===== config.mk =====
export PLATFORM = sky130hd
export DESIGN_NAME = shwr_summary_fifo_flat
export DESIGN_NICKNAME = d
export VERILOG_FILES = /design/src/rtl/shwr_summary_fifo_if.sv /design/src/rtl/shwr_summary_fifo.sv /design/src/flat_wrapper.sv
export SDC_FILE = /design/constraint.sdc
export NUM_CORES = 1
export LEC_CHECK = 0
export ABC_AREA = 1
export BUFFER_PORTS_ARGS = -buffer_cell sky130_fd_sc_hd__buf_2
export CORE_AREA = 3 3 162 243
export CTS_CLUSTER_DIAMETER = 30
export DETAILED_ROUTE_END_ITERATION = 10
export DIE_AREA = 0 0 165 246
export PLACE_DENSITY = 0.63
export SYNTH_ARGS = -nofsm -noshare
export SYNTH_HDL_FRONTEND = slang
export SYNTH_SLANG_ARGS = --single-unit

===== constraint.sdc =====
create_clock -name CLK120 -period 7.88 [get_ports CLK120]
set_input_delay 0.394 -clock CLK120 [delete_from_list [all_inputs] [get_ports CLK120]]
set_output_delay 0.394 -clock CLK120 [all_outputs]
set_load 0.05 [all_outputs]

===== src/rtl/shwr_summary_fifo_if.sv =====
// Bundle of upstream shower-summary inputs, FIFO read/clear controls and
// head-entry outputs for shwr_summary_fifo. Clock and reset stay plain ports.
interface shwr_summary_fifo_if #(
    parameter int ADC_WIDTH  = 12,
    parameter int AREA_WIDTH = 19,
    parameter int BL_WIDTH   = 14,
    parameter int DEPTH      = 4
);
    // Capture side
    logic                       ENABLE;
    logic                       TRIGGERED;
    logic [AREA_WIDTH-1:0]      INTEGRAL;
    logic [ADC_WIDTH-1:0]       PEAK;
    logic [BL_WIDTH-1:0]        BASELINE;
    logic                       SATURATED;

    // Read side
    logic                       RD_EN;
    logic                       CLR_LOST;
    logic                       EVT_VALID;
    logic [AREA_WIDTH-1:0]      EVT_AREA;
    logic [ADC_WIDTH-1:0]       EVT_PEAK;
    logic [BL_WIDTH-1:0]        EVT_BASELINE;
    logic                       EVT_SAT;
    logic [11:0]                EVT_DURATION;
    logic [3:0]                 EVT_SEQ;
    logic [$clog2(DEPTH):0]     FIFO_COUNT;
    logic [7:0]                 LOST_COUNT;

    // Environment side: drives the upstream values and read controls
    modport master (
        output ENABLE, TRIGGERED, INTEGRAL, PEAK, BASELINE, SATURATED,
        output RD_EN, CLR_LOST,
        input  EVT_VALID, EVT_AREA, EVT_PEAK, EVT_BASELINE, EVT_SAT,
        input  EVT_DURATION, EVT_SEQ, FIFO_COUNT, LOST_COUNT
    );

    // FIFO side
    modport slave (
        input  ENABLE, TRIGGERED, INTEGRAL, PEAK, BASELINE, SATURATED,
        input  RD_EN, CLR_LOST,
        output EVT_VALID, EVT_AREA, EVT_PEAK, EVT_BASELINE, EVT_SAT,
        output EVT_DURATION, EVT_SEQ, FIFO_COUNT, LOST_COUNT
    );
endinterface


===== src/rtl/shwr_summary_fifo.sv =====
// Shower summary FIFO: at the falling edge of each integration window, snapshot
// the upstream integral/peak/baseline/saturation together with the window
// length and a sequence number, and queue it in a small show-ahead FIFO.
// Captures arriving while the FIFO is full (and not being read) are counted.
module shwr_summary_fifo #(
    parameter int ADC_WIDTH  = 12,
    parameter int AREA_WIDTH = 19,
    parameter int BL_WIDTH   = 14,
    parameter int DEPTH      = 4
) (
    input logic                CLK120,
    input logic                RESETN,
    shwr_summary_fifo_if.slave bus
);
    localparam int AW = $clog2(DEPTH);
    localparam int CW = AW + 1;
    localparam logic [11:0] DUR_MAX  = 12'hFFF;
    localparam logic [7:0]  LOST_MAX = 8'hFF;

    typedef struct packed {
        logic [AREA_WIDTH-1:0] area;
        logic [ADC_WIDTH-1:0]  peak;
        logic [BL_WIDTH-1:0]   bl;
        logic                  sat;
        logic [11:0]           dur;
        logic [3:0]            seq;
    } entry_t;

    entry_t        mem [DEPTH];
    entry_t        head_q, head_d;
    entry_t        cap_entry;
    logic          trig_d_q;
    logic          armed_q;
    logic [11:0]   dur_q, dur_d;
    logic [3:0]    seq_q, seq_d;
    logic [7:0]    lost_q, lost_d;
    logic [AW-1:0] wr_ptr_q, wr_ptr_d;
    logic [AW-1:0] rd_ptr_q, rd_ptr_d;
    logic [AW-1:0] rd_next;
    logic [CW-1:0] count_q, count_d;

    logic win_end, capture, evt_valid, full, pop, push, drop;

    // A window end is the live falling edge of TRIGGERED. The armed flag
    // requires TRIGGERED to have been seen low since reset, so a window that
    // was already open when reset was released is discarded.
    assign win_end   = trig_d_q & ~bus.TRIGGERED & armed_q;
    assign capture   = win_end & bus.ENABLE;
    assign evt_valid = (count_q != '0);
    assign full      = (count_q == CW'(DEPTH));
    assign pop       = bus.RD_EN & evt_valid;
    assign push      = capture & (~full | bus.RD_EN);
    assign drop      = capture & full & ~bus.RD_EN;
    assign rd_next   = rd_ptr_q + AW'(1);

    // Snapshot of the final upstream values at the window end
    always_comb begin
        cap_entry      = '0;
        cap_entry.area = bus.INTEGRAL;
        cap_entry.peak = bus.PEAK;
        cap_entry.bl   = bus.BASELINE;
        cap_entry.sat  = bus.SATURATED;
        cap_entry.dur  = dur_q;
        cap_entry.seq  = seq_q;
    end

    // Next-state logic for counters, pointers, occupancy and the head register
    always_comb begin
        // NOTE: every variable gets a default first so no path leaves it unassigned (no latch).
        dur_d    = dur_q;
        seq_d    = seq_q;
        lost_d   = lost_q;
        wr_ptr_d = wr_ptr_q;
        rd_ptr_d = rd_ptr_q;
        count_d  = count_q;
        head_d   = head_q;

        if (!bus.TRIGGERED) begin
            dur_d = '0;
        end else if (dur_q != DUR_MAX) begin
            dur_d = dur_q + 12'd1;
        end

        if (capture) begin
            seq_d = seq_q + 4'd1;
        end

        if (bus.CLR_LOST) begin
            lost_d = drop ? 8'd1 : 8'd0;
        end else if (drop && lost_q != LOST_MAX) begin
            lost_d = lost_q + 8'd1;
        end

        if (push) begin
            wr_ptr_d = wr_ptr_q + AW'(1);
        end
        if (pop) begin
            rd_ptr_d = rd_next;
        end

        case ({push, pop})
            2'b10:   count_d = count_q + CW'(1);
            2'b01:   count_d = count_q - CW'(1);
            default: count_d = count_q;
        endcase

        // Head register: load the new capture when it becomes the head,
        // otherwise advance to the next stored entry on a pop. It holds its
        // last value once the FIFO drains.
        if (push && (count_q == '0 || (pop && count_q == CW'(1)))) begin
            head_d = cap_entry;
        end else if (pop && count_q > CW'(1)) begin
            head_d = mem[rd_next];
        end
    end

    // Control and head-entry state registers
    always_ff @(posedge CLK120 or negedge RESETN) begin
        if (!RESETN) begin
            trig_d_q <= 1'b0;
            armed_q  <= 1'b0;
            dur_q    <= '0;
            seq_q    <= '0;
            lost_q   <= '0;
            wr_ptr_q <= '0;
            rd_ptr_q <= '0;
            count_q  <= '0;
            head_q   <= '0;
        end else begin
            // NOTE: sequential state uses non-blocking assignments so all registers update together.
            trig_d_q <= bus.TRIGGERED;
            armed_q  <= armed_q | ~bus.TRIGGERED;
            dur_q    <= dur_d;
            seq_q    <= seq_d;
            lost_q   <= lost_d;
            wr_ptr_q <= wr_ptr_d;
            rd_ptr_q <= rd_ptr_d;
            count_q  <= count_d;
            head_q   <= head_d;
        end
    end

    // Entry storage
    // NOTE: the storage array has no reset; pointers and count define which entries are live.
    always_ff @(posedge CLK120) begin
        if (push) begin
            mem[wr_ptr_q] <= cap_entry;
        end
    end

    assign bus.EVT_VALID    = evt_valid;
    assign bus.EVT_AREA     = head_q.area;
    assign bus.EVT_PEAK     = head_q.peak;
    assign bus.EVT_BASELINE = head_q.bl;
    assign bus.EVT_SAT      = head_q.sat;
    assign bus.EVT_DURATION = head_q.dur;
    assign bus.EVT_SEQ      = head_q.seq;
    assign bus.FIFO_COUNT   = count_q;
    assign bus.LOST_COUNT   = lost_q;

endmodule


===== src/flat_wrapper.sv =====
// flat-port wrapper written by rule: the top's interface ports become plain ports
module shwr_summary_fifo_flat 
#(
    parameter int ADC_WIDTH  = 12,
    parameter int AREA_WIDTH = 19,
    parameter int BL_WIDTH   = 14,
    parameter int DEPTH      = 4
)
  (CLK120, RESETN, bus_ENABLE, bus_TRIGGERED, bus_INTEGRAL, bus_PEAK, bus_BASELINE, bus_SATURATED, bus_RD_EN, bus_CLR_LOST, bus_EVT_VALID, bus_EVT_AREA, bus_EVT_PEAK, bus_EVT_BASELINE, bus_EVT_SAT, bus_EVT_DURATION, bus_EVT_SEQ, bus_FIFO_COUNT, bus_LOST_COUNT);
  shwr_summary_fifo_if #(.ADC_WIDTH(ADC_WIDTH), .AREA_WIDTH(AREA_WIDTH), .BL_WIDTH(BL_WIDTH), .DEPTH(DEPTH)) bus_i ();
  input logic CLK120;
  input logic RESETN;
  input wire logic [$bits(bus_i.ENABLE)-1:0] bus_ENABLE;
  input wire logic [$bits(bus_i.TRIGGERED)-1:0] bus_TRIGGERED;
  input wire logic [$bits(bus_i.INTEGRAL)-1:0] bus_INTEGRAL;
  input wire logic [$bits(bus_i.PEAK)-1:0] bus_PEAK;
  input wire logic [$bits(bus_i.BASELINE)-1:0] bus_BASELINE;
  input wire logic [$bits(bus_i.SATURATED)-1:0] bus_SATURATED;
  input wire logic [$bits(bus_i.RD_EN)-1:0] bus_RD_EN;
  input wire logic [$bits(bus_i.CLR_LOST)-1:0] bus_CLR_LOST;
  output wire logic [$bits(bus_i.EVT_VALID)-1:0] bus_EVT_VALID;
  output wire logic [$bits(bus_i.EVT_AREA)-1:0] bus_EVT_AREA;
  output wire logic [$bits(bus_i.EVT_PEAK)-1:0] bus_EVT_PEAK;
  output wire logic [$bits(bus_i.EVT_BASELINE)-1:0] bus_EVT_BASELINE;
  output wire logic [$bits(bus_i.EVT_SAT)-1:0] bus_EVT_SAT;
  output wire logic [$bits(bus_i.EVT_DURATION)-1:0] bus_EVT_DURATION;
  output wire logic [$bits(bus_i.EVT_SEQ)-1:0] bus_EVT_SEQ;
  output wire logic [$bits(bus_i.FIFO_COUNT)-1:0] bus_FIFO_COUNT;
  output wire logic [$bits(bus_i.LOST_COUNT)-1:0] bus_LOST_COUNT;
  assign bus_i.ENABLE = bus_ENABLE;
  assign bus_i.TRIGGERED = bus_TRIGGERED;
  assign bus_i.INTEGRAL = bus_INTEGRAL;
  assign bus_i.PEAK = bus_PEAK;
  assign bus_i.BASELINE = bus_BASELINE;
  assign bus_i.SATURATED = bus_SATURATED;
  assign bus_i.RD_EN = bus_RD_EN;
  assign bus_i.CLR_LOST = bus_CLR_LOST;
  assign bus_EVT_VALID = bus_i.EVT_VALID;
  assign bus_EVT_AREA = bus_i.EVT_AREA;
  assign bus_EVT_PEAK = bus_i.EVT_PEAK;
  assign bus_EVT_BASELINE = bus_i.EVT_BASELINE;
  assign bus_EVT_SAT = bus_i.EVT_SAT;
  assign bus_EVT_DURATION = bus_i.EVT_DURATION;
  assign bus_EVT_SEQ = bus_i.EVT_SEQ;
  assign bus_FIFO_COUNT = bus_i.FIFO_COUNT;
  assign bus_LOST_COUNT = bus_i.LOST_COUNT;
  shwr_summary_fifo #(.ADC_WIDTH(ADC_WIDTH), .AREA_WIDTH(AREA_WIDTH), .BL_WIDTH(BL_WIDTH), .DEPTH(DEPTH)) u_core (.CLK120(CLK120), .RESETN(RESETN), .bus(bus_i));
endmodule

## After elaboration in Yosys (flattened, before gate mapping)

Memory sizes are Yosys's and may differ from the RTL's.
Cells that the tools add are included.

- Add/sub/neg operators: 7
- $mul: 0
- Div/mod/pow operators: 0
- $lt $le $gt $ge: 1
- Equal/unequal tests: 7
- Shift operators: 0
- Multiplexer cells: 10
- Bitwise operators: 12
- Reductions and logical operators: 10

Operators with widths:

| kind | count |
|---|---|
| two-way mux 62 bit | 2 |
| two-way mux 12 bit | 2 |
| two-way mux 8 bit | 2 |
| adder 12 x 1 -> 12 bit (second input constant) | 1 |
| inequality test 12 bit (second input constant) | 1 |
| adder 8 x 1 -> 8 bit (second input constant) | 1 |
| inequality test 8 bit (second input constant) | 1 |
| bitwise AND 1 bit | 7 |
| case mux 3 bit (2 select lines) | 1 |
| nonzero test 2 bit | 3 |
| adder 2 x 1 -> 2 bit (second input constant) | 2 |
| adder 4 x 1 -> 4 bit (second input constant) | 1 |
| logical AND 1 bit | 4 |
| adder 3 x 1 -> 3 bit (second input constant) | 1 |
| equality test 3 x 1 -> 1 bit (second input constant) | 1 |
| equality test 3 bit (second input constant) | 1 |
| > comparator 3 x 1 -> 1 bit (second input constant) | 1 |
| logical NOT 3 bit | 1 |
| two-way mux 1 bit | 3 |
| inverter 1 bit | 3 |
| nonzero test 3 bit | 1 |
| subtractor 3 x 1 -> 3 bit (second input constant) | 1 |
| equality test 2 x 1 -> 1 bit (second input constant) | 1 |
| equality test 2 bit (second input constant) | 1 |
| other kinds (3) | 4 |

- Bits in registers: 95
- Latch bits: 0
- Memory bits (writable): 248
- Memory bits (read-only): 0
- Memories kept: 1

Memory list:

| name | words | bits a word | read ports | clocked after memory_dff | write ports | RTL line | text |
|---|---|---|---|---|---|---|---|
| u_core.mem | 4 | 62 | 1 | 0 | 1 | shwr_summary_fifo.sv:29 | `entry_t mem [DEPTH];` |

## Depth between registers and ports, before layout

Gate-level depths: netlist of run 1.

- Word-level depth: 9
- Gate-level depth with buffers: 11
- Depth with buffers taken out: 10

## Least setup slack after synthesis of run 1

Ideal clock, no wire load.

- Path kind: reg2reg
- From: register u_core.count_q[0] (netlist: u_core.bus.FIFO_COUNT[0])
- To: memory u_core.mem[0][0] (netlist name) (enable)
- Setup time: 0.482 ns
- Arrival: 4.031 ns
- Data required time: 7.398 ns
- Slack: 3.367 ns
- Cell stages (with the launch flop): 6
- Period minus slack after synthesis: 4.513 ns
- Cells stage by stage: dfrtp_1 > inv_1 > ha_1 > nand3_1 > nand2_1 > nor2_1

- Longest elaborated chain between the ends: 6

RTL lines:

| item | RTL line | text |
|---|---|---|
| from (decl) | shwr_summary_fifo.sv:40 | `logic [CW-1:0] count_q, count_d;` |
| from (signal assigned) | shwr_summary_fifo.sv:138 | `count_q <= count_d;` |
| equality test 3 bit | shwr_summary_fifo.sv:50 | `assign full = (count_q == CW'(DEPTH));` |
| inverter 1 bit | shwr_summary_fifo.sv:52 | `assign push = capture & (~full \| bus.RD_EN);` |
| OR 1 bit | shwr_summary_fifo.sv:52 |  |
| bitwise AND 1 bit | shwr_summary_fifo.sv:52 |  |
| two-way mux 1 bit | shwr_summary_fifo.sv:146 | `if (push) begin` |
| two-way mux 1 bit (not written as such) | shwr_summary_fifo.sv:147 | `mem[wr_ptr_q] <= cap_entry;` |
| to (decl) | shwr_summary_fifo.sv:29 |  |

Every way passes these cells.

## Final worst setup path of run 1

- From: register u_core.count_q[1] (netlist: u_core.bus.FIFO_COUNT[1])
- To: register u_core.head_q (netlist bit u_core.bus.EVT_PEAK[4])

- Longest elaborated chain between the ends: 6
- Elaborated cells between the ends (all ways): 15

RTL lines:

| item | RTL line | text |
|---|---|---|
| equality test 3 bit / nonzero test 3 bit (equally long branches) | shwr_summary_fifo.sv:50, shwr_summary_fifo.sv:49 |  |
| inverter 1 bit / bitwise AND 1 bit (equally long branches) | shwr_summary_fifo.sv:52, shwr_summary_fifo.sv:51 |  |
| OR 1 bit / logical AND 1 bit (equally long branches) | shwr_summary_fifo.sv:52, shwr_summary_fifo.sv:110 |  |
| bitwise AND 1 bit / logical OR 1 bit (equally long branches) | shwr_summary_fifo.sv:52, shwr_summary_fifo.sv:110 |  |
| logical AND 1 bit | shwr_summary_fifo.sv:110 | `if (push && (count_q == '0 \|\| (pop && count_q == CW'(1)))) begin` |
| two-way mux 62 bit / nonzero test 2 bit (equally long branches) | -- |  |
| to (signal assigned) | shwr_summary_fifo.sv:128 | `head_q <= '0;` |
| to (signal assigned) | shwr_summary_fifo.sv:139 | `head_q <= head_d;` |
| to (decl) | shwr_summary_fifo.sv:30 | `entry_t head_q, head_d;` |

Several ways; a longest one is shown, not always the timed one.
A chain may end at the register's enable or synchronous reset.

==> impl_metrics.csv, run 1 <==
group,metric,value,unit
power,seqPwrFrac,0.331,
cells_and_area,final_cell_area,17650,sq um
sta,skew,0.01679,ns
clocking,post_cts_resized,0,
sta,whs,0.06443,ns
sta,setup_viol,0,
min_path,hp-class,"input pin to register",
synth,synthCells,1571,
min_path,min_from,"bus_PEAK[6]",
setup_path,crit_fanout,63,
grt,track_usage,0.1828,
floorplan,die_y,246,microns
power,combPwrFrac,0.363,
cells_and_area,drive_above_1_share,0.1414,
synth,synth.most_common_cell,"nand2_1",
sta,final_max_slew_viol_count,0,
sta,min_period,4.423,ns
routing,routed_wl,36870,microns
sta,fmax,0.2261,GHz
clocking,root_buffer,"clkbuf_16",
clocking,post_cts_buffers,0,
sta,slew_headroom,0.2499,
clocking,cts-htree-levels,2,
grt,antenna_found_initial,1,
floorplan,io_pins,126,
setup_path,end_kind,"register",
min_path,hold_depth,1,
power,p_sw_frac,0.4162,
floorplan,rows,87,
setup_path,r2r-start,"u_core.bus.FIFO_COUNT[1]$_DFFE_PN0P_",
routing,viasPerCell,4.953,
sta,rsz0062_at_grt,"false",
power,ir_drop,0.2982,mV
setup_path,r2r_slack,3.46,ns
clocking,cts_sinks,343,
power,intPower,4.158,mW
sta,final.period_utilization,0.5612,
sta,final_hold_viol_count,0,
grt,grt_overflow,0,
setup_path,path_class,"register to register",
grt,grt_pass1_vias,10849,
clocking,numCtsBuffers,50,
synth,synth_seq_area_share,0.6577,
grt,grt_max_degree,79,
power,p_clk_frac,0.307,
routing,dr.pass1.iters,5,
routing,routedWlPerCell,16.65,microns
placed_design,place_ws,3.390,ns
power,power_density,403.6,nW/um^2
clocking,clk_pin_slew,0.06,ns
grt,grt_pass1_wl,58260,microns
synth,synthFlopType,"edfxtp_1",
synth,ys_types,30,
power,p_leak,8.097,nW
routing,vias,10972,
setup_path,cp_data_arrival_time,4.87,ns
cells_and_area,fillers,3440,
synth,yosys.area.top_type_share,0.4986,
clocking,clk_latency,0.57,ns
synth,synth-seq-cells,343,
floorplan,coreArea,37550,sq um
cells_and_area,num_antenna_cells,0,
routing,drc,0,
setup_path,crit_path_start_kind,"register",
min_path,hold_end,"u_core.mem[3][37]$_DFFE_PP_",
synth,synth.avg_cell_area,9.508,sq um
floorplan,initial_core_util,0.3977,
placed_design,port_buffers,125,
placed_design,placement.cell_area,15960,sq um
sta,worst_slack,3.457,ns
setup_path,regToRegEndpoint,"u_core.bus.EVT_PEAK[4]$_DFFE_PN0P_",
placed_design,routabilityCongestion,0.7882,
placed_design,place_hpwl,20650,microns
synth,syn_nets,1635,
floorplan,die_area,40590,sq um
synth,synth_edf_count,248,
synth,netlist_area,14940,sq um
setup_path,required,8.33,ns
floorplan,die_width,165,microns
run_status,status,"complete, no violations",
sta,tightest_slew,1.125,ns
clocking,cts.hold.buffers_added,1,
synth,synthTopCellsByCount,"nand2_1 (927), edfxtp_1 (248), dfrtp_1 (95)",
synth,synth_top_area_cell,"edfxtp_1",
clocking,cts_tree,"done",
power,netSwitchingPower,2.965,mW
cells_and_area,num-nets-final,1748,
synth,yosys_warnings,0,
routing,ant_nets,0,
cells_and_area,areaGrowthSynthToFinish,18.17,%
clocking,ctsLongestPathBuffers,3,
routing,drtIter0Drc,628,
synth,synth.area.top_cells,"edfxtp_1 (50%), nand2_1 (23%), dfrtp_1 (16%)",
synth,synthArstFlopShare,0.2770,
sta,final.setup.tns,0,ns
job,cap_violations,0,
setup_path,r2r_cells,10,
==> power groups by stage <==
stage               clock, mW  combinational (mW)  sequential, mW
global placement            0                2.57            2.38
CTS                      2.22                2.62            2.36
finish                   2.18                2.58            2.36
global route             2.30                2.89            2.39
detailed placement          0                2.61            2.38
floorplan                   0                1.38            2.91
==> layout by cell type, fill, tap and decap left out, drive strengths merged, types with 14 or more instances in the layout <==
cell type and count:
inv 45, edfxtp 248, nand2 931, nand3 25
clkinv 14, dfrtp 95, clkbuf 62, buf 138
nor2 43, nand4 65
==> metal layers <==
metal	global-route usage	up-vias	wire length [microns]
li1	-	5342	-
met1	0.2137	5258	14350
met2	0.3265	286	19530
met3	0.02977	84	1674
met4	0.08072	2	1306
met5	0	-	13
==> worst max-delay path by stage <==
stage                                    startpoint                                endpoint  slack [ns]  cells past startpoint
5_1_grt        u_core.bus.FIFO_COUNT[1]$_DFFE_PN0P_  u_core.bus.EVT_DURATION[8]$_DFFE_PN0P_        3.05                     10
6_report       u_core.bus.FIFO_COUNT[1]$_DFFE_PN0P_      u_core.bus.EVT_PEAK[4]$_DFFE_PN0P_        3.46                     10
3_5_place_dp                          bus_TRIGGERED     u_core.bus.EVT_AREA[16]$_DFFE_PN0P_        3.39                     10
2_1_floorplan  u_core.bus.FIFO_COUNT[0]$_DFFE_PN0P_              u_core.mem[0][0]$_DFFE_PP_        3.37                      5
3_3_place_gp                          bus_TRIGGERED  u_core.bus.EVT_DURATION[6]$_DFFE_PN0P_        3.48                     10
4_1_cts        u_core.bus.FIFO_COUNT[1]$_DFFE_PN0P_      u_core.bus.EVT_AREA[3]$_DFFE_PN0P_        3.43                     10
==> metrics by stage <==
stage / utilization / power (mW) / instances
after floorplan: - / 4.289 / 1571
after global placement: 0.4249 / 4.959 / 2120
after detailed placement: 0.4249 / 4.994 / 2120
after CTS: 0.4700 / 7.199 / 2215
after global routing: 0.4700 / 7.575 / 2215
final: 0.4700 / 7.124 / 2215
==> flip-flops by register name, indices dropped and copies added (netlist names) <==
name                     cells
u_core.bus.EVT_PEAK         12
u_core.dur_q                12
u_core.bus.EVT_BASELINE     14
u_core.mem                 248
u_core.bus.EVT_DURATION     12
u_core.seq_q                 4
u_core.bus.FIFO_COUNT        3
u_core.bus.EVT_AREA         19
u_core.wr_ptr_q              2
u_core.bus.EVT_SAT           1
u_core.rd_ptr_q              2
u_core.armed_q               1
u_core.bus.LOST_COUNT        8
u_core.bus.EVT_SEQ           4
u_core.trig_d_q              1
==> logic make-up after synthesis <==
family,share of synthesized area
xor gates and xnor gates,0.005277
AOI/OAI and AO/OA,0.009298
and+or+nand+nor,0.2845
DFF,0.6577
buffers and inverters,0.03250
adders and majority gates,0.01005
muxes,0.0006702
==> layout make-up <==
cell class,instances,area (sq um),area share
multi-input combinational,1114,4657,0.2638
clock inverter,32,326.6,0.01850
tap,489,611.8,0.03466
sequential,343,9826,0.5567
inverter,36,136.4,0.007727
clock buffer,62,1358,0.07691
timing repair buffer,139,735.7,0.04168
==> worst max-delay path, cell delays in order, from the launching register on <==
cell     delay, ns
dfrtp_1       0.42
inv_1         0.12
ha_1          0.28
inv_2         0.05
nand2_2       0.06
buf_4         0.60
nand3_4       0.80
nand2_4       0.94
inv_2         0.66
nand2_1       0.21
nand2_1       0.07
Note: power is estimated with default switching activity, not from simulation.
==> run 2, diff against run 1 <==
- clock period: 7.88 -> 4.37 ns (I/O delays scaled with it)
==> run 2 against run 1 <==
Combinational power grew 83%. Via count up 3.4%. Critical path type unchanged. Routed wire length increased by 3.5%. Worst hold slack better by 0.043 ns. Cell count up 2.6%. Sequential share of layout area down 1.9 points. First-iteration DRC count increased by 23%. Count of clock-buffer cells in the layout down 4. Critical path depth decreased by 4. Global-route usage rose by 0.77 points. Total power rose by 84%.
==> impl_metrics.csv, run 2 (synthesis gave the netlist of run 1 again) <==
group,metric,value,unit
run_status,status,"complete, no violations",
sta,fmax,0.3651,GHz
routing,drtIter0Drc,775,
setup_path,crit_fanout,46,
sta,worst_slack,1.631,ns
routing,routedWlPerCell,16.80,microns
setup_path,required,4.59,ns
setup_path,path_class,"register to register",
cells_and_area,finalNonFillerCells,2273,
floorplan,coreArea,37550,sq um
sta,slew_headroom,0.3347,
power,p_sw_frac,0.4216,
floorplan,io_pins,126,
grt,antenna_found_initial,1,
sta,final_hold_viol_count,0,
power,intPower,7.589,mW
clocking,cts_tree,"done",
sta,tightest_slew,0.9980,ns
placed_design,port_buffers,125,
setup_path,crit_path_start_kind,"register",
setup_path,r2r_slack,1.63,ns
cells_and_area,mostFrequentLayoutCells,"nand2_1 (927), edfxtp_1 (248), buf_2 (124)",
placed_design,place_ws,1.605,ns
clocking,ctsLongestPathBuffers,3,
cells_and_area,drive_above_1_share,0.1441,
cells_and_area,largest_register_ffs,248,
routing,routed_wl,38180,microns
floorplan,die_area,40590,sq um
sta,min_period,2.739,ns
clocking,numCtsBuffers,52,
job,cap_violations,0,
min_path,hp-class,"input pin to register",
power,ir_drop,0.5304,mV
sta,setup_viol,0,
clocking,root_buffer,"clkbuf_16",
power,p_clk_frac,0.313,
routing,ant_nets,0,
grt,grt_max_degree,71,
cells_and_area,top_register,"u_core.mem",
power,netSwitchingPower,5.533,mW
sta,skew,0.01365,ns
cells_and_area,final_common_cell,"nand2_1",
clocking,cts_sinks,343,
placed_design,routabilityCongestion,0.7528,
routing,vias,11340,
grt,grt_pass1_vias,11470,
placed_design,place_hpwl,20810,microns
sta,final_max_slew_viol_count,0,
cells_and_area,num-nets-final,1803,
cells_and_area,areaGrowthSynthToFinish,22.43,%
clocking,post_cts_resized,0,
grt,grt_overflow,0,
clocking,cts-htree-levels,2,
clocking,clk_pin_slew,0.06,ns
power,power_density,717.6,nW/um^2
routing,viasPerCell,4.989,
setup_path,cp_data_arrival_time,2.96,ns
clocking,clk_latency,0.56,ns
floorplan,initial_core_util,0.3977,
sta,final.period_utilization,0.6267,
floorplan,die_width,165,microns
grt,grt_pass1_wl,60920,microns
routing,dr.pass1.iters,5,
sta,rsz0062_at_grt,"false",
power,p_leak,8.362,nW
power,combPwrFrac,0.360,
setup_path,end_kind,"register",
routing,drc,0,
floorplan,rows,87,
placed_design,numPlacedInstances,2125,
floorplan,die_y,246,microns
power,seqPwrFrac,0.327,
grt,track_usage,0.1906,
run 2: cell count changes in the layout (fill, tap and decap cells not counted), sizes merged:
cell / delta
dlygate4sd3: +48
buf: +5
inv: +5
clkbuf: -4
clkinvlp: +3
diode: +1
run 2: power by group through the flow:
stage                     Clock [mW]  Combinational (mW)  Sequential, mW
after floorplan                    0                2.48            5.25
after global placement             0                4.68            4.34
after detailed placement           0                4.74            4.35
after CTS                       4.18                4.78            4.30
after global routing            4.32                5.26            4.35
final                           4.10                4.72            4.30
run 2: path summary, 6_finish.rpt:
check / startpoint / endpoint / depth (start not counted)
worst max-delay path: u_core.bus.FIFO_COUNT[0]$_DFFE_PN0P_ / u_core.mem[2][54]$_DFFE_PP_ / 6
max in group asynchronous: RESETN / u_core.bus.EVT_AREA[11]$_DFFE_PN0P_ / 3
worst min-delay path: bus_RD_EN / u_core.rd_ptr_q[1]$_DFFE_PN0P_ / 4
worst min register to register: u_core.bus.EVT_BASELINE[5]$_DFFE_PN0P_ / u_core.bus.EVT_BASELINE[5]$_DFFE_PN0P_ / 2
worst max register to register: u_core.bus.FIFO_COUNT[0]$_DFFE_PN0P_ / u_core.mem[2][54]$_DFFE_PP_ / 6
min in group asynchronous: RESETN / u_core.bus.LOST_COUNT[1]$_DFFE_PN0P_ / 2
run 2: stage by stage:
step / total power [mW] / hold WS, ns / utilization / setup TNS (ns) / instance area (sq um)
floorplan: 7.735 / -0.07709 / - / -35.58 / 14940
CTS: 13.25 / 0.08159 / 0.4869 / 0 / 18290
global placement: 9.020 / 0.4018 / 0.4269 / 0 / 16030
finish: 13.12 / 0.1071 / 0.4870 / 0 / 18290
detailed placement: 9.084 / 0.4148 / 0.4269 / 0 / 16030
global route: 13.92 / 0.1278 / 0.4869 / 0 / 18290
run 2: what timing repair did:
item,4_1_cts,5_1_grt
hold endpoints to repair,255,0
buffers inserted,0,0
hold buffers,49,0
run 2: cell type report:
cell class	count	area, sq um
fill	3399	19270
sequential	343	9826
multi-input combinational	1114	4657
clock buffer	58	1345
timing repair buffer	192	1291
tap	489	611.8
clock inverter	40	417.9
inverter	36	136.4
antenna	1	2.502
run 2: metal layers:
layer | part of all wire | GRT usage | up-vias
met4 | 0.034 | 0.07949 | 0
met2 | 0.52 | 0.3462 | 333
li1 | - | - | 5452
met1 | 0.39 | 0.2202 | 5463
met5 | 0 | 0 | -
met3 | 0.051 | 0.02977 | 92
run 2: critical path, cell delays in order (launching register included):
cell     delay, ns
dfrtp_1       0.43
inv_1         0.09
ha_1          0.28
nand3_1       0.16
nand2_1       0.35
nor2_4        0.66
buf_12        0.36
==> run 3, diff against run 2 <==
- PLACE_DENSITY: 0.63 -> 0.65
- clock period: 4.37 -> 2.4 ns (I/O delays scaled with it)
==> run 3 against run 2 <==
Flip-flop and latch count stayed put. Largest cell class unchanged. Clock power is 84% higher. Critical path depth down 2. Sequential share of layout area down 0.72 points. First-iteration DRC count increased by 12%. Global-route usage hardly changed. Count of clock-buffer cells in the layout decreased by 2. Core utilization increased by 0.67 points. Final area rose by 1.4%.
==> impl_metrics.csv, run 3 (synthesis gave the netlist of run 1 again) <==
group,metric,value,unit
floorplan,coreArea,37550,sq um
routing,drtIter0Drc,871,
cells_and_area,multiInputGateArea,4698,sq um
clocking,cts-htree-levels,2,
min_path,hp-class,"input pin to register",
floorplan,die_area,40590,sq um
routing,vias,11393,
cells_and_area,final_cell_area,18540,sq um
cells_and_area,drive_above_1_share,0.1531,
sta,rsz0062_at_grt,"false",
grt,antenna_found_initial,0,
cells_and_area,num-nets-final,1813,
power,netSwitchingPower,10.18,mW
power,seqPwrFrac,0.318,
sta,slew_headroom,0.5181,
placed_design,port_buffers,125,
cells_and_area,utilization,0.4937,
routing,routedWlPerCell,17.00,microns
power,combPwrFrac,0.372,
clocking,clk_pin_slew,0.06,ns
cells_and_area,seq_area,9828,sq um
cells_and_area,mostFrequentLayoutCells,"nand2_1 (926), edfxtp_1 (248), buf_2 (124)",
floorplan,die_width,165,microns
setup_path,path_class,"register to primary output",
sta,whs,0.04622,ns
routing,drc,0,
power,p_leak,8.485,nW
placed_design,routabilityCongestion,0.8186,
placed_design,place_hpwl,20890,microns
clocking,ctsLongestPathBuffers,3,
floorplan,io_pins,126,
power,p_clk_frac,0.310,
setup_path,path_buf_inv,3,
grt,grt_pass1_wl,61000,microns
power,total_power,24.31,mW
routing,dr.pass1.iters,5,
placed_design,numPlacedInstances,2136,
sta,skew,0.01600,ns
grt,track_usage,0.1906,
sta,setup_viol,0,
sta,min_period,2.191,ns
setup_path,slowest_stage,"buf_4",
placed_design,place_ws,0.5332,ns
setup_path,cpPeakStageDelay,0.52,ns
routing,viasPerCell,4.999,
power,intPower,14.13,mW
job,cap_violations,0,
setup_path,crit_path_start_kind,"register",
clocking,clk_latency,0.56,ns
sta,final.setup.tns,0,ns
power,power_density,1311,nW/um^2
clocking,numCtsBuffers,51,
cells_and_area,finalNonFillerCells,2279,
cells_and_area,final_common_cell,"nand2_1",
power,p_sw_frac,0.4187,
setup_path,required,2.28,ns
sta,tightest_slew,0.7229,ns
setup_path,cp_data_arrival_time,2.07,ns
setup_path,worstSetupStartpoint,"u_core.bus.FIFO_COUNT[2]$_DFFE_PN0P_",
setup_path,end_kind,"primary output",
cells_and_area,fillers,3347,
setup_path,crit_fanout,39,
clocking,post_cts_resized,0,
cells_and_area,top_register,"u_core.mem",
sta,fmax,0.4564,GHz
floorplan,rows,87,
run_status,status,"complete, no violations",
grt,grt_max_degree,83,
cells_and_area,areaGrowthSynthToFinish,24.12,%
sta,final.period_utilization,0.9130,
cells_and_area,largest_register_ffs,248,
routing,routed_wl,38750,microns
sta,worst_slack,0.2088,ns
floorplan,die_y,246,microns
grt,grt_overflow,0,
routing,ant_nets,0,
clocking,root_buffer,"clkbuf_16",
cells_and_area,num_antenna_cells,0,
min_path,min_from,"bus_RD_EN",
clocking,cts_tree,"done",
clocking,cts_sinks,343,
setup_path,r2r_slack,0.55,ns
setup_path,crit_family,"buffers and inverters",
floorplan,initial_core_util,0.3977,
grt,grt_pass1_vias,11357,
sta,final_max_slew_viol_count,0,
sta,final_hold_viol_count,0,
placed_design,placement.cell_area,16280,sq um
setup_path,r2r-start,"u_core.bus.FIFO_COUNT[1]$_DFFE_PN0P_",
power,ir_drop,0.9049,mV
setup_path,crit_chain,"inv_2, buf_4, nand2_1, buf_2",
==> run 3: cell count changes in the layout (fill, tap and decap cells not counted), moves of 3 or more <==
cell,change
clkbuf_1,-3
clkinvlp_4,-5
clkbuf_8,+3
buf_12,+10
==> run 3: power by group through the flow <==
stage	Sequential [mW]	Combinational, mW	Clock [mW]
floorplan	9.56	4.58	0
global route	7.82	10.0	7.89
detailed placement	7.84	9.01	0
global placement	7.83	8.91	0
finish	7.73	9.05	7.53
CTS	7.74	9.13	7.65
==> run 3: final cells by class <==
type | instances | share of cell area
multi-input cells | 1114 | 0.2534
well taps | 489 | 0.03300
repair buffers | 203 | 0.08085
clock inverters | 38 | 0.02382
inverters | 36 | 0.007356
clock buffers | 56 | 0.07147
flip-flops and latches | 343 | 0.5301
==> run 3: final timing paths <==
| kind | to | cells after the start |
|---|---|---|
| max in group asynchronous | u_core.bus.EVT_DURATION[5]$_DFFE_PN0P_ | 3 |
| setup reg to reg | u_core.mem[3][57]$_DFFE_PP_ | 6 |
| hold reg to reg | u_core.armed_q$_DFF_PN0_ | 1 |
| min in group asynchronous | u_core.bus.EVT_PEAK[8]$_DFFE_PN0P_ | 2 |
| setup / recovery | bus_EVT_VALID | 4 |
| hold / removal | u_core.rd_ptr_q[0]$_DFFE_PN0P_ | 4 |
==> run 3: metal layers <==
metal / up-vias / share of wire / track usage
met5: - / 0 / 0
met4: 0 / 0.032 / 0.07332
met3: 79 / 0.057 / 0.03213
met2: 335 / 0.51 / 0.3301
met1: 5495 / 0.41 / 0.2364
li1: 5484 / - / -
==> run 3: what timing repair did <==
action,CTS,global route
hold buffers,49,0
endpoints found under the hold margin,271,0
setup buffers,0,0
==> run 3: worst register-to-register path, stage by stage, from the launching register on <==
cell and delay, ns:
dfrtp_2 0.41, inv_2 0.07, ha_4 0.19, nand3_4 0.11, nand2_8 0.10, nor2_4 0.34, buf_4 0.31
